<file path="src/rtl/lc4_mul_recombiner.sv">
// lc4_mul_recombiner
//   Radix-2 shift-add unit that rebuilds a dividend from divider outputs:
//   result = quotient * divisor + remainder over 16-bit LC4 words.
//   One multiplier bit is consumed per cycle. Start/done handshake.
//
// Ports
//   clk          in   clock, rising edge
//   rst_n        in   asynchronous active-low reset
//   i_start      in   request, sampled only in IDLE or DONE
//   i_quotient   in   [15:0] multiplier, captured on the accepting edge
//   i_divisor    in   [15:0] multiplicand, captured on the accepting edge
//   i_remainder  in   [15:0] addend, captured on the accepting edge
//   o_busy       out  high while iterating
//   o_done       out  one-cycle pulse, result valid
//   o_dividend   out  [15:0] low half of the result, held until next completion
//   o_overflow   out  result bits [31:16] nonzero, held like o_dividend
//
// Configuration
//   LC4_MUL_EARLY_EXIT_EN  finish as soon as the remaining multiplier bits are
//                          all zero (latency = max(1, bit length of quotient)).
//                          Results are identical; only latency changes.

module lc4_mul_recombiner (
  input  logic        clk,
  input  logic        rst_n,
  input  logic        i_start,
  input  logic [15:0] i_quotient,
  input  logic [15:0] i_divisor,
  input  logic [15:0] i_remainder,
  output logic        o_busy,
  output logic        o_done,
  output logic [15:0] o_dividend,
  output logic        o_overflow
);

  typedef enum logic [1:0] {
    S_IDLE = 2'd0,
    S_RUN  = 2'd1,
    S_DONE = 2'd2
  } state_e;

  state_e      state_q, state_d;

  logic [31:0] acc_q, acc_d;
  logic [31:0] mcand_q, mcand_d;
  logic [15:0] mplier_q, mplier_d;
  logic [4:0]  count_q, count_d;
  logic [15:0] dividend_q, dividend_d;
  logic        overflow_q, overflow_d;

  // One iteration's worth of arithmetic, shared by next-state and datapath.
  logic [31:0] acc_step;
  logic [31:0] mcand_step;
  logic [15:0] mplier_step;
  logic [4:0]  count_step;
  logic        last_iter;
  logic        accept;

  always_comb begin
    acc_step    = mplier_q[0] ? (acc_q + mcand_q) : acc_q;
    mcand_step  = mcand_q << 1;
    mplier_step = mplier_q >> 1;
    count_step  = count_q + 5'd1;
`ifdef LC4_MUL_EARLY_EXIT_EN
    // Once no multiplier bits remain, further iterations add nothing.
    last_iter   = (count_step == 5'd16) || (mplier_step == '0);
`else
    last_iter   = (count_step == 5'd16);
`endif
    accept      = i_start && (state_q != S_RUN);
  end

  // State register
  always_ff @(posedge clk or negedge rst_n) begin
    if (!rst_n) begin
      state_q <= S_IDLE;
    end else begin
      state_q <= state_d;
    end
  end

  // Next-state logic
  always_comb begin
    state_d = state_q;
    case (state_q)
      S_IDLE:  if (i_start) state_d = S_RUN;
      S_RUN:   if (last_iter) state_d = S_DONE;
      S_DONE:  state_d = i_start ? S_RUN : S_IDLE;
      default: state_d = S_IDLE;
    endcase
  end

  // Datapath next values
  always_comb begin
    acc_d      = acc_q;
    mcand_d    = mcand_q;
    mplier_d   = mplier_q;
    count_d    = count_q;
    dividend_d = dividend_q;
    overflow_d = overflow_q;
    if (accept) begin
      acc_d    = {16'h0000, i_remainder};
      mcand_d  = {16'h0000, i_divisor};
      mplier_d = i_quotient;
      count_d  = '0;
    end else if (state_q == S_RUN) begin
      acc_d    = acc_step;
      mcand_d  = mcand_step;
      mplier_d = mplier_step;
      count_d  = count_step;
      // Result registers take the post-add value on the final edge.
      if (last_iter) begin
        dividend_d = acc_step[15:0];
        overflow_d = |acc_step[31:16];
      end
    end
  end

  // Datapath registers
  always_ff @(posedge clk or negedge rst_n) begin
    if (!rst_n) begin
      acc_q      <= '0;
      mcand_q    <= '0;
      mplier_q   <= '0;
      count_q    <= '0;
      dividend_q <= '0;
      overflow_q <= 1'b0;
    end else begin
      acc_q      <= acc_d;
      mcand_q    <= mcand_d;
      mplier_q   <= mplier_d;
      count_q    <= count_d;
      dividend_q <= dividend_d;
      overflow_q <= overflow_d;
    end
  end

  // Outputs: all from registers, no input-to-output path.
  always_comb begin
    o_busy     = (state_q == S_RUN);
    o_done     = (state_q == S_DONE);
    o_dividend = dividend_q;
    o_overflow = overflow_q;
  end

endmodule

</file>
<file path="config.mk">
export PLATFORM = sky130hd
export DESIGN_NAME = lc4_mul_recombiner
export DESIGN_NICKNAME = d
export VERILOG_FILES = /design/src/rtl/lc4_mul_recombiner.sv
export SDC_FILE = /design/constraint.sdc
export NUM_CORES = 1
export LEC_CHECK = 0
export ABC_AREA = 1
export CAP_MARGIN = 25
export CORE_ASPECT_RATIO = 1.5
export CORE_MARGIN = 1
export CORE_UTILIZATION = 44
export DETAILED_ROUTE_END_ITERATION = 10
export GPL_ROUTABILITY_DRIVEN = 0
export HOLD_SLACK_MARGIN = 0.03
export PLACE_DENSITY = 0.74
export RECOVER_POWER = 100
export SETUP_SLACK_MARGIN = 0.2
export SLEW_MARGIN = 30
export SYNTH_ARGS = -nofsm -noshare
export SYNTH_HDL_FRONTEND = slang
export SYNTH_SLANG_ARGS = --single-unit
</file>
<file path="constraint.sdc">
create_clock -name clk -period 2.6 [get_ports clk]
set_input_delay 0.26 -clock clk [delete_from_list [all_inputs] [get_ports clk]]
set_output_delay 0.26 -clock clk [all_outputs]
set_load 0.005 [all_outputs]
</file>
# == After elaboration in Yosys (flattened, before gate mapping) ==
# Cells that the tools add are included.
# word_totals
regBits,104
output_inout_bits,19
# classes
mux,13
bitwise_logic,1
n_eq_ne,6
add_sub_neg,2
reduce_logical,6
# op_table
op,count
$mux 32,5
$add 32x32->32,1
$mux 16,2
$reduce_or 16->1,1
$mux 5,2
$pmux 2 s3,1
$add 5x1->5 const B,1
$eq 5x5->1 const B,1
$mux 2,2
$ne 2x1->1 const B,2
$reduce_and 3->1,1
$eq 2x1->1 const B,1
$eq 2x2->1 const B,1
$logic_not 2->1,1
$ne 2x2->1 const B,1
$reduce_and 2->1,1
$reduce_bool 2->1,1
$logic_and 1x1->1,1
$mux 1,1
$not 1->1,1

# == Longest topological paths before layout ==
# Gate-level depths: netlist (run 1).
# logic_depth
ltp_word,4
depth_mapped,19
depth_no_buf,19

# == Least setup slack after synthesis (run 1) ==
# Ideal clock, no wire load.
# synth_timing
kind,register to register
start,register acc_q[0]
end,register overflow_q (netlist: o_overflow)
stages_incl_launch_ff,17
synth_period_minus_slack_ns,2.124
setup_slack_ns,0.476
arrival_time_ns,2.008
setup_ns,0.117
required_time_ns,2.483
path_buffers,0
cell_sequence,dfrtp_1 -> ha_1 -> fa_1 -> nand2_1 -> nand2_1 -> nand3_1 -> nand2_1 -> nand2_1 -> nand2_2 -> nand2_1 -> nand3_1 -> nand3_2 -> nand3_1 -> nor2_1 -> nand2_1 -> nor2_1 -> nor2_1
# synth_via
elab_chain_len,3
# synth_rtl
element,line_no,text
"start, declared",44,"logic [31:0] acc_q, acc_d;"
"start signal, assigned",122,acc_q <= '0;
"start signal, assigned",129,acc_q <= acc_d;
$add 32x32->32,60,acc_step = mplier_q[0] ? (acc_q + mcand_q) : acc_q;
$mux 32,60,
$reduce_or 16->1,114,overflow_d = |acc_step[31:16];
"end signal, assigned",134,overflow_q <= overflow_d;
"end, declared",49,"logic overflow_q, overflow_d;"
# Every way passes these cells.
# A chain may end at the register's enable or synchronous reset.

# == Worst setup path in the final report (run 1) ==
# layout_timing
start,register mcand_q[0]
end,register overflow_q (netlist: o_overflow)
# layout_via
elab_chain_len,3
# layout_rtl
element,line_no,text
"start, declared",45,"logic [31:0] mcand_q, mcand_d;"
"start signal, assigned",130,mcand_q <= mcand_d;
$add 32x32->32,60,
$mux 32,60,
$reduce_or 16->1,114,
# Every way passes these cells.

==> out/summary.txt, run 1 <==
==========================================================================================
Status ...................................................................... finished clean
Clock edge transition at the registers on the reported setup and hold paths .      0.08 ns
CTS root buffer ............................................................. sky130_fd_sc_hd__clkbuf_16
Core region area ............................................................    15600 µm²
Dpl ws ......................................................................    0.0774 ns
Endpoint of the most critical register-to-register path .....................   o_overflow
Cells taking the most area after synthesis .................................. sky130_fd_sc_hd__dfrtp_1 37%, sky130_fd_sc_hd__nand2_1 21%, sky130_fd_sc_hd__inv_1 9.5%, sky130_fd_sc_hd__ha_1 5.7%, sky130_fd_sc_hd__nand3_1 3.6%
Via count of the first global-routing pass ..................................         6592
Worst Setup Path Type .......................................................      reg2reg
Initial antenna violation count .............................................            0
Startpoint of the worst setup timing path ...................................   mcand_q[0]
Maximum number of pins on one net before global-route repair ................           65
Post-layout instance count excluding filler cells ...........................         1322
Flop-to-flop setup slack ....................................................      0.16 ns
Growth of design area from synthesis to finish ..............................        25.3%
Min-Delay Endpoint ..........................................................     acc_q[0]
Grt ovf .....................................................................            0
Worst r2r path cells ........................................................           16
Power density of the placed cells ...........................................  1360 nW/µm²
Origin of the worst min-delay path .......................................... i_remainder[0]
Cell count after synthesis ..................................................         1036
Footprint of the flip-flops and latches .....................................     2600 µm²
Count of state elements after synthesis .....................................          104
Num CTS Buffers .............................................................            9
Most common library cell in the layout ignoring fill and taps ............... sky130_fd_sc_hd__nand2_1
DRT Wirelength ..............................................................      20.3 mm
TritonCTS clock tree ........................................................          yes
Layout Utilization ..........................................................        56.4%
Final setup TNS .............................................................         0 ns
Global-route wire length before repair ......................................      31.5 mm
Initial drt markers .........................................................          431
Worst reg2reg path startpoint ...............................................   mcand_q[0]
Die outline height ..........................................................       157 µm
DRC .........................................................................            0
Proportion of layout cells with a drive suffix above 1 ......................        13.3%
Worst rel slew slack ........................................................        23.3%
Total number of nets in the final design ....................................         1198
Crit path arrival time ......................................................      2.70 ns
Count of final hold-check violations ........................................            0
CTS H-tree lvls .............................................................            3
Gr usage total ..............................................................        24.7%
Setup repair after global routing missed its margin .........................         true
Count of buffers inserted at the top-level ports ............................           69
Initial standard-cell utilization of the core ...............................        45.0%
Most frequent cells in the layout ........................................... 376 x sky130_fd_sc_hd__nand2_1, 177 x sky130_fd_sc_hd__inv_1, 104 x sky130_fd_sc_hd__dfrtp_1
Yosys warnings ..............................................................            0
Transition at the pin with the smallest max-transition slack ................      1.15 ns
Die width ...................................................................       105 µm
Endpoint class of the critical path .........................................     register
Share of the cycle needed by the critical path after routing ................        93.9%
Post-synthesis async set-or-reset flop share ................................         100%
# rows ......................................................................           56
Number of max-slew violations in the final report ...........................            0
Post-Syn Nets ...............................................................         1120
# diodes ....................................................................            0
First-pass iteration count of the detailed router ...........................            7
Achievable frequency ........................................................      410 MHz
Combined area of the multi-input logic cells ................................     4040 µm²
Post-layout min period ......................................................      2.44 ns
Cell count after placement ..................................................         1295
Post-synthesis area per instance ............................................     6.79 µm²
Top cell type by total area after synthesis ................................. sky130_fd_sc_hd__dfrtp_1
Total number of vias ........................................................         6872
Max-Cap Viols ...............................................................            0
CTS Buffer Depth ............................................................            2
Number of flops mapped to enable cells by yosys .............................            0
Estimated wirelength of the detail-placed design ............................      14.9 mm
Area share of the largest cell type after synthesis .........................        37.0%
Clock Skews .................................................................    0.0155 ns
Count of different cell masters after synthesis .............................           37
Dominant register cell in the synthesized netlist ........................... sky130_fd_sc_hd__dfrtp_1
FILL cells ..................................................................         1422
Worst vdd rail ir drop ......................................................   0.000676 V
Cell area after synthesis ...................................................     7030 µm²
Sequential element share of the synthesized area ............................        37.0%
Number of antenna-violating nets in the routed design .......................            0
Max FO, Critical Path .......................................................            3
Hold Path Stages ............................................................            3
Average wire per cell in the routed design ..................................      15.4 µm
Leakage Power ...............................................................      4.35 nW
Worst Setup Slack, final ....................................................     0.158 ns
Post-route worst hold slack .................................................     0.440 ns
Later-pin clock latency in the skew report ..................................      0.38 ns
Die area ....................................................................    16500 µm²
Post-DR vias/cell ...........................................................         5.20
Endpoints failing setup .....................................................            0
Number of placed I/O pins ...................................................           70
Min-delay worst type ........................................................       in2reg
Critical path launch point type .............................................     register
Data required time of the worst path ........................................      2.86 ns
Sinks on Clock Net ..........................................................          104
==========================================================================================
metal layers:
| metal | GRT usage (%) | vias to the layer above | wire, µm |
|---|---|---|---|
| met2 | 44.5 | 208 | 10700 |
| met4 | 14.9 | 0 | 1030 |
| met5 | 0 | - | 0 |
| li1 | - | 3413 | - |
| met1 | 27.5 | 3183 | 7730 |
| met3 | 3.42 | 68 | 822 |
cell usage after synthesis, types with 14 or more instances:
library cell,instances
sky130_fd_sc_hd__xnor2_1,14
sky130_fd_sc_hd__dfrtp_1,104
sky130_fd_sc_hd__a21oi_1,19
sky130_fd_sc_hd__o22ai_1,26
sky130_fd_sc_hd__ha_1,32
sky130_fd_sc_hd__clkbuf_1,17
sky130_fd_sc_hd__o211ai_1,28
sky130_fd_sc_hd__nand2_2,14
sky130_fd_sc_hd__inv_1,178
sky130_fd_sc_hd__nand2_1,399
sky130_fd_sc_hd__nand3_1,50
sky130_fd_sc_hd__o21ai_0,36
sky130_fd_sc_hd__nor2_1,51
how the worst max path moves through the flow:
stage | end | cells after the start
2_1_floorplan | o_overflow | 16
3_3_place_gp | o_overflow | 16
3_5_place_dp | o_overflow | 16
4_1_cts | o_overflow | 16
5_1_grt | o_overflow | 16
6_report | o_overflow | 16
worst max-delay path: stages (launching register included):
cell,delay [ns]
sky130_fd_sc_hd__dfrtp_1,0.44
sky130_fd_sc_hd__ha_4,0.20
sky130_fd_sc_hd__fa_1,0.47
sky130_fd_sc_hd__nand2_2,0.13
sky130_fd_sc_hd__nand2_2,0.09
sky130_fd_sc_hd__nand3_2,0.11
sky130_fd_sc_hd__nand2_4,0.08
sky130_fd_sc_hd__nand2_2,0.08
sky130_fd_sc_hd__nand3_2,0.08
sky130_fd_sc_hd__nand2_2,0.08
sky130_fd_sc_hd__nand3_2,0.06
sky130_fd_sc_hd__nand2_2,0.13
sky130_fd_sc_hd__nand2_1,0.07
sky130_fd_sc_hd__nor2_2,0.10
sky130_fd_sc_hd__nand2_1,0.07
sky130_fd_sc_hd__nor2_1,0.11
sky130_fd_sc_hd__nor2_1,0.04
through the flow:
stage | cell area [µm²] | total power, mW
floorplan | 7030 | 7.51
global placement | 8020 | 9.41
detailed placement | 8020 | 9.53
CTS | 8360 | 11.1
global route | 8810 | 12.9
finish | 8810 | 12.0
cells by family (layout without fill, tap and decap cells):
logic type                 count (synthesis)  in the layout  share of synthesized area, %
and+or+nand+nor                          540            540                          31.7
buffers and inverters                    213            296                          11.6
AOI/OAI and AO/OA                        130            130                          11.7
DFF                                      104            104                          37.0
adders and majority gates                 33             33                          5.98
xor gates and xnor gates                  16             16                          1.99
state kept, by name, summed over array words and instances, names as in the netlist:
| register | cells |
|---|---|
| acc_q | 32 |
| count_q | 5 |
| mcand_q | 32 |
| mplier_q | 16 |
| o_dividend | 16 |
| o_overflow | 1 |
| state_q | 2 |
area by class of cell:
type	count	share of cell area, %
Tap cell	203	2.88
Clock inverter	7	1.08
Timing Repair Buffer	99	10.4
Multi-Input combinational cell	719	45.8
Sequential cell	104	29.5
Clock buffer	9	2.56
Inverter	181	7.71
report_power, final:
group          switching, mW  leakage, nW  total [mW]  internal, mW
sequential             0.670         1.29        3.03          2.36
clock                  0.711        0.157        1.49         0.781
combinational           4.43         2.90        7.45          3.02
total                   5.81         4.35        12.0          6.16
what timing repair did:
action | 4_1_cts | 5_1_grt
pin swaps | 0 | 30
hold buffers | 1 | 0
endpoints found under the hold margin | 13 | 0
endpoints found under the setup margin | 1 | 1
buffers inserted | 0 | 10
gates resized for setup | 4 | 85
Power figures use the tool's default switching activity.
==> run 2: changes to the inputs <==
--- a/config.mk
+++ b/config.mk
@@ -13,7 +13,7 @@
 export DETAILED_ROUTE_END_ITERATION = 10
 export GPL_ROUTABILITY_DRIVEN = 0
 export HOLD_SLACK_MARGIN = 0.03
-export PLACE_DENSITY = 0.74
+export PLACE_DENSITY = 0.65
 export RECOVER_POWER = 100
 export SETUP_SLACK_MARGIN = 0.2
 export SLEW_MARGIN = 30
==> out/summary.txt, run 2 (synthesis gave the netlist of run 1 again) <==
==========================================================================================
Status ...................................................................... finished clean   unchanged
Count of final hold-check violations ........................................            0   unchanged
Achievable frequency ........................................................      430 MHz   was 410 MHz
Footprint of the flip-flops and latches .....................................     2610 µm²   was 2600 µm²
Post-route worst hold slack .................................................     0.448 ns   was 0.440 ns
Slowest cell on crit path ................................................... sky130_fd_sc_hd__dfrtp_1   was sky130_fd_sc_hd__fa_1
Via count of the first global-routing pass ..................................         6717   was 6592
Critical-path cell list ..................................................... ha_4, fa_2, nand2_4, nand2_2, nand3_2, nand2_2, nand2_1, nand2_1, nand2_1, nand3_1, nand3_2, nand3_1, nor2_1, nand2_1, nor2_1, nor2_1   was ha_4, fa_1, nand2_2, nand2_2, nand3_2, nand2_4, nand2_2, nand3_2, nand2_2, nand3_2, nand2_2, nand2_1, nor2_2, nand2_1, nor2_1, nor2_1
Combined area of the multi-input logic cells ................................     4020 µm²   was 4040 µm²
Later-pin clock latency in the skew report ..................................      0.37 ns   was 0.38 ns
Average wire per cell in the routed design ..................................      15.7 µm   was 15.4 µm
DRT Wirelength ..............................................................      20.7 mm   was 20.3 mm
# rows ......................................................................           56   unchanged
Share of the cycle needed by the critical path after routing ................        89.4%   was 93.9%
CTS root buffer ............................................................. sky130_fd_sc_hd__clkbuf_16   unchanged
Leakage Power ...............................................................      4.32 nW   was 4.35 nW
Setup repair after global routing missed its margin .........................        false   was true
TritonCTS clock tree ........................................................          yes   unchanged
Min-delay worst type ........................................................       in2reg   unchanged
DRC .........................................................................            0   unchanged
Worst vdd rail ir drop ......................................................   0.000926 V   was 0.000676 V
Die outline height ..........................................................       157 µm   unchanged
Transition at the pin with the smallest max-transition slack ................     0.887 ns   was 1.15 ns
Worst Setup Slack, final ....................................................     0.276 ns   was 0.158 ns
Post-DR vias/cell ...........................................................         5.21   was 5.20
Most common library cell in the layout ignoring fill and taps ............... sky130_fd_sc_hd__nand2_1   unchanged
Growth of design area from synthesis to finish ..............................        24.5%   was 25.3%
Family of cells with the greatest summed delay on the critical path ......... simple AND/OR/NAND/NOR gates   unchanged
Global-route wire length before repair ......................................      32.9 mm   was 31.5 mm
Proportion of layout cells with a drive suffix above 1 ......................        13.3%   about the same
Maximum number of pins on one net before global-route repair ................           65   unchanged
Sinks on Clock Net ..........................................................          104   unchanged
Estimated wirelength of the detail-placed design ............................      15.1 mm   was 14.9 mm
Initial standard-cell utilization of the core ...............................        45.0%   unchanged
Clock Skews .................................................................   0.00966 ns   was 0.0155 ns
Endpoint class of the critical path .........................................     register   unchanged
Count of buffers inserted at the top-level ports ............................           69   unchanged
Power density of the placed cells ...........................................  1350 nW/µm²   was 1360 nW/µm²
Crit path arrival time ......................................................      2.58 ns   was 2.70 ns
Worst rel slew slack ........................................................        40.8%   was 23.3%
Number of placed I/O pins ...................................................           70   unchanged
First-pass iteration count of the detailed router ...........................            6   was 7
Critical path launch point type .............................................     register   unchanged
Max-Cap Viols ...............................................................            0   unchanged
Number of antenna-violating nets in the routed design .......................            0   unchanged
CTS H-tree lvls .............................................................            3   unchanged
Post-layout min period ......................................................      2.32 ns   was 2.44 ns
Num CTS Buffers .............................................................            9   unchanged
Initial drt markers .........................................................          298   was 431
Largest registers ranked by flip-flop count ................................. acc_q (32), mcand_q (32)   unchanged
Data required time of the worst path ........................................      2.86 ns   about the same
Final setup TNS .............................................................         0 ns   unchanged
Cell area after layout ......................................................     8750 µm²   was 8810 µm²
Dpl ws ......................................................................     0.120 ns   was 0.0774 ns
Initial antenna violation count .............................................            0   unchanged
Most frequent cell on the critical path ..................................... sky130_fd_sc_hd__nand2_1   was sky130_fd_sc_hd__nand2_2
Endpoints failing setup .....................................................            0   unchanged
Die area ....................................................................    16500 µm²   unchanged
Worst Setup Path Type .......................................................      reg2reg   unchanged
# diodes ....................................................................            0   unchanged
Total number of nets in the final design ....................................         1191   was 1198
Die width ...................................................................       105 µm   unchanged
CTS Buffer Depth ............................................................            2   unchanged
Dpl cell area ...............................................................     7990 µm²   was 8020 µm²
Core region area ............................................................    15600 µm²   unchanged
FILL cells ..................................................................         1521   was 1422
Gr usage total ..............................................................        25.8%   was 24.7%
Most frequent cells in the layout ........................................... 376 x sky130_fd_sc_hd__nand2_1, 177 x sky130_fd_sc_hd__inv_1, 100 x sky130_fd_sc_hd__dfrtp_1   was 376 x sky130_fd_sc_hd__nand2_1, 177 x sky130_fd_sc_hd__inv_1, 104 x sky130_fd_sc_hd__dfrtp_1
Number of max-slew violations in the final report ...........................            0   unchanged
Largest incremental delay on the critical path ..............................      0.42 ns   was 0.47 ns
Grt ovf .....................................................................            0   unchanged
Total number of vias ........................................................         6848   was 6872
Total buffers and inverters traversed by the critical path ..................            0   unchanged
Clock edge transition at the registers on the reported setup and hold paths .      0.08 ns   about the same
Max FO, Critical Path .......................................................            3   unchanged
==========================================================================================
-- run 2: power by group --
| part | total, mW | leakage (nW) | switching [mW] | internal (mW) |
|---|---|---|---|---|
| registers | 3.01 | 1.29 | 0.642 | 2.37 |
| logic | 7.42 | 2.89 | 4.49 | 2.93 |
| clock network | 1.42 | 0.147 | 0.725 | 0.692 |
| total | 11.8 | 4.32 | 5.86 | 5.99 |
-- run 2: per-layer routing --
layer | track usage [%] | part of all wire, % | wire length, µm | vias to the layer above
li1 | - | - | - | 3390
met1 | 28.6 | 39 | 8090 | 3206
met2 | 46.7 | 52 | 10700 | 180
met3 | 3.50 | 3.3 | 689 | 72
met4 | 15.0 | 6.0 | 1230 | 0
met5 | 0 | 0 | 0 | -
-- run 2: area by class of cell --
cell class | count | share of cell area, %
inverters | 181 | 7.76
flip-flops and latches | 104 | 29.8
repair buffers | 92 | 10.1
clock buffers | 9 | 2.57
clock inverters | 7 | 0.972
multi-input cells | 719 | 45.9
well taps | 203 | 2.90
-- run 2: path summary, 6_finish.rpt --
path | start | to | slack [ns] | cells after the start
worst max-delay path | mcand_q[0] | o_overflow | 0.28 | 16
worst min-delay path | i_divisor[3] | mcand_q[3] | 0.45 | 3
worst max register to register | mcand_q[0] | o_overflow | 0.28 | 16
worst min register to register | o_dividend[0] | o_dividend[0] | 0.47 | 2
max in group asynchronous | rst_n | acc_q[1] | 0.88 | 3
min in group asynchronous | rst_n | acc_q[21] | 0.55 | 2
-- run 2: repair_timing --
item	CTS	global route
setup endpoints to repair	1	3
resized for setup	2	94
hold buffers	1	0
endpoints found under the hold margin	32	0
pin swaps	0	19
buffers inserted	0	8
-- run 2: metrics by stage --
step                util [%]  total power, mW  instances
detailed placement      51.1             9.51       1290
CTS                     53.2             11.0       1307
global placement        51.1             9.44       1290
floorplan                  -             7.51       1036
finish                  56.0             11.8       1315
global route            56.0             12.9       1315
-- run 2: tightest hold or removal path, stage by stage --
cell and delay (ns):
sky130_fd_sc_hd__clkdlybuf4s50_1 0.40, sky130_fd_sc_hd__nand2_1 0.06, sky130_fd_sc_hd__nand3_1 0.05
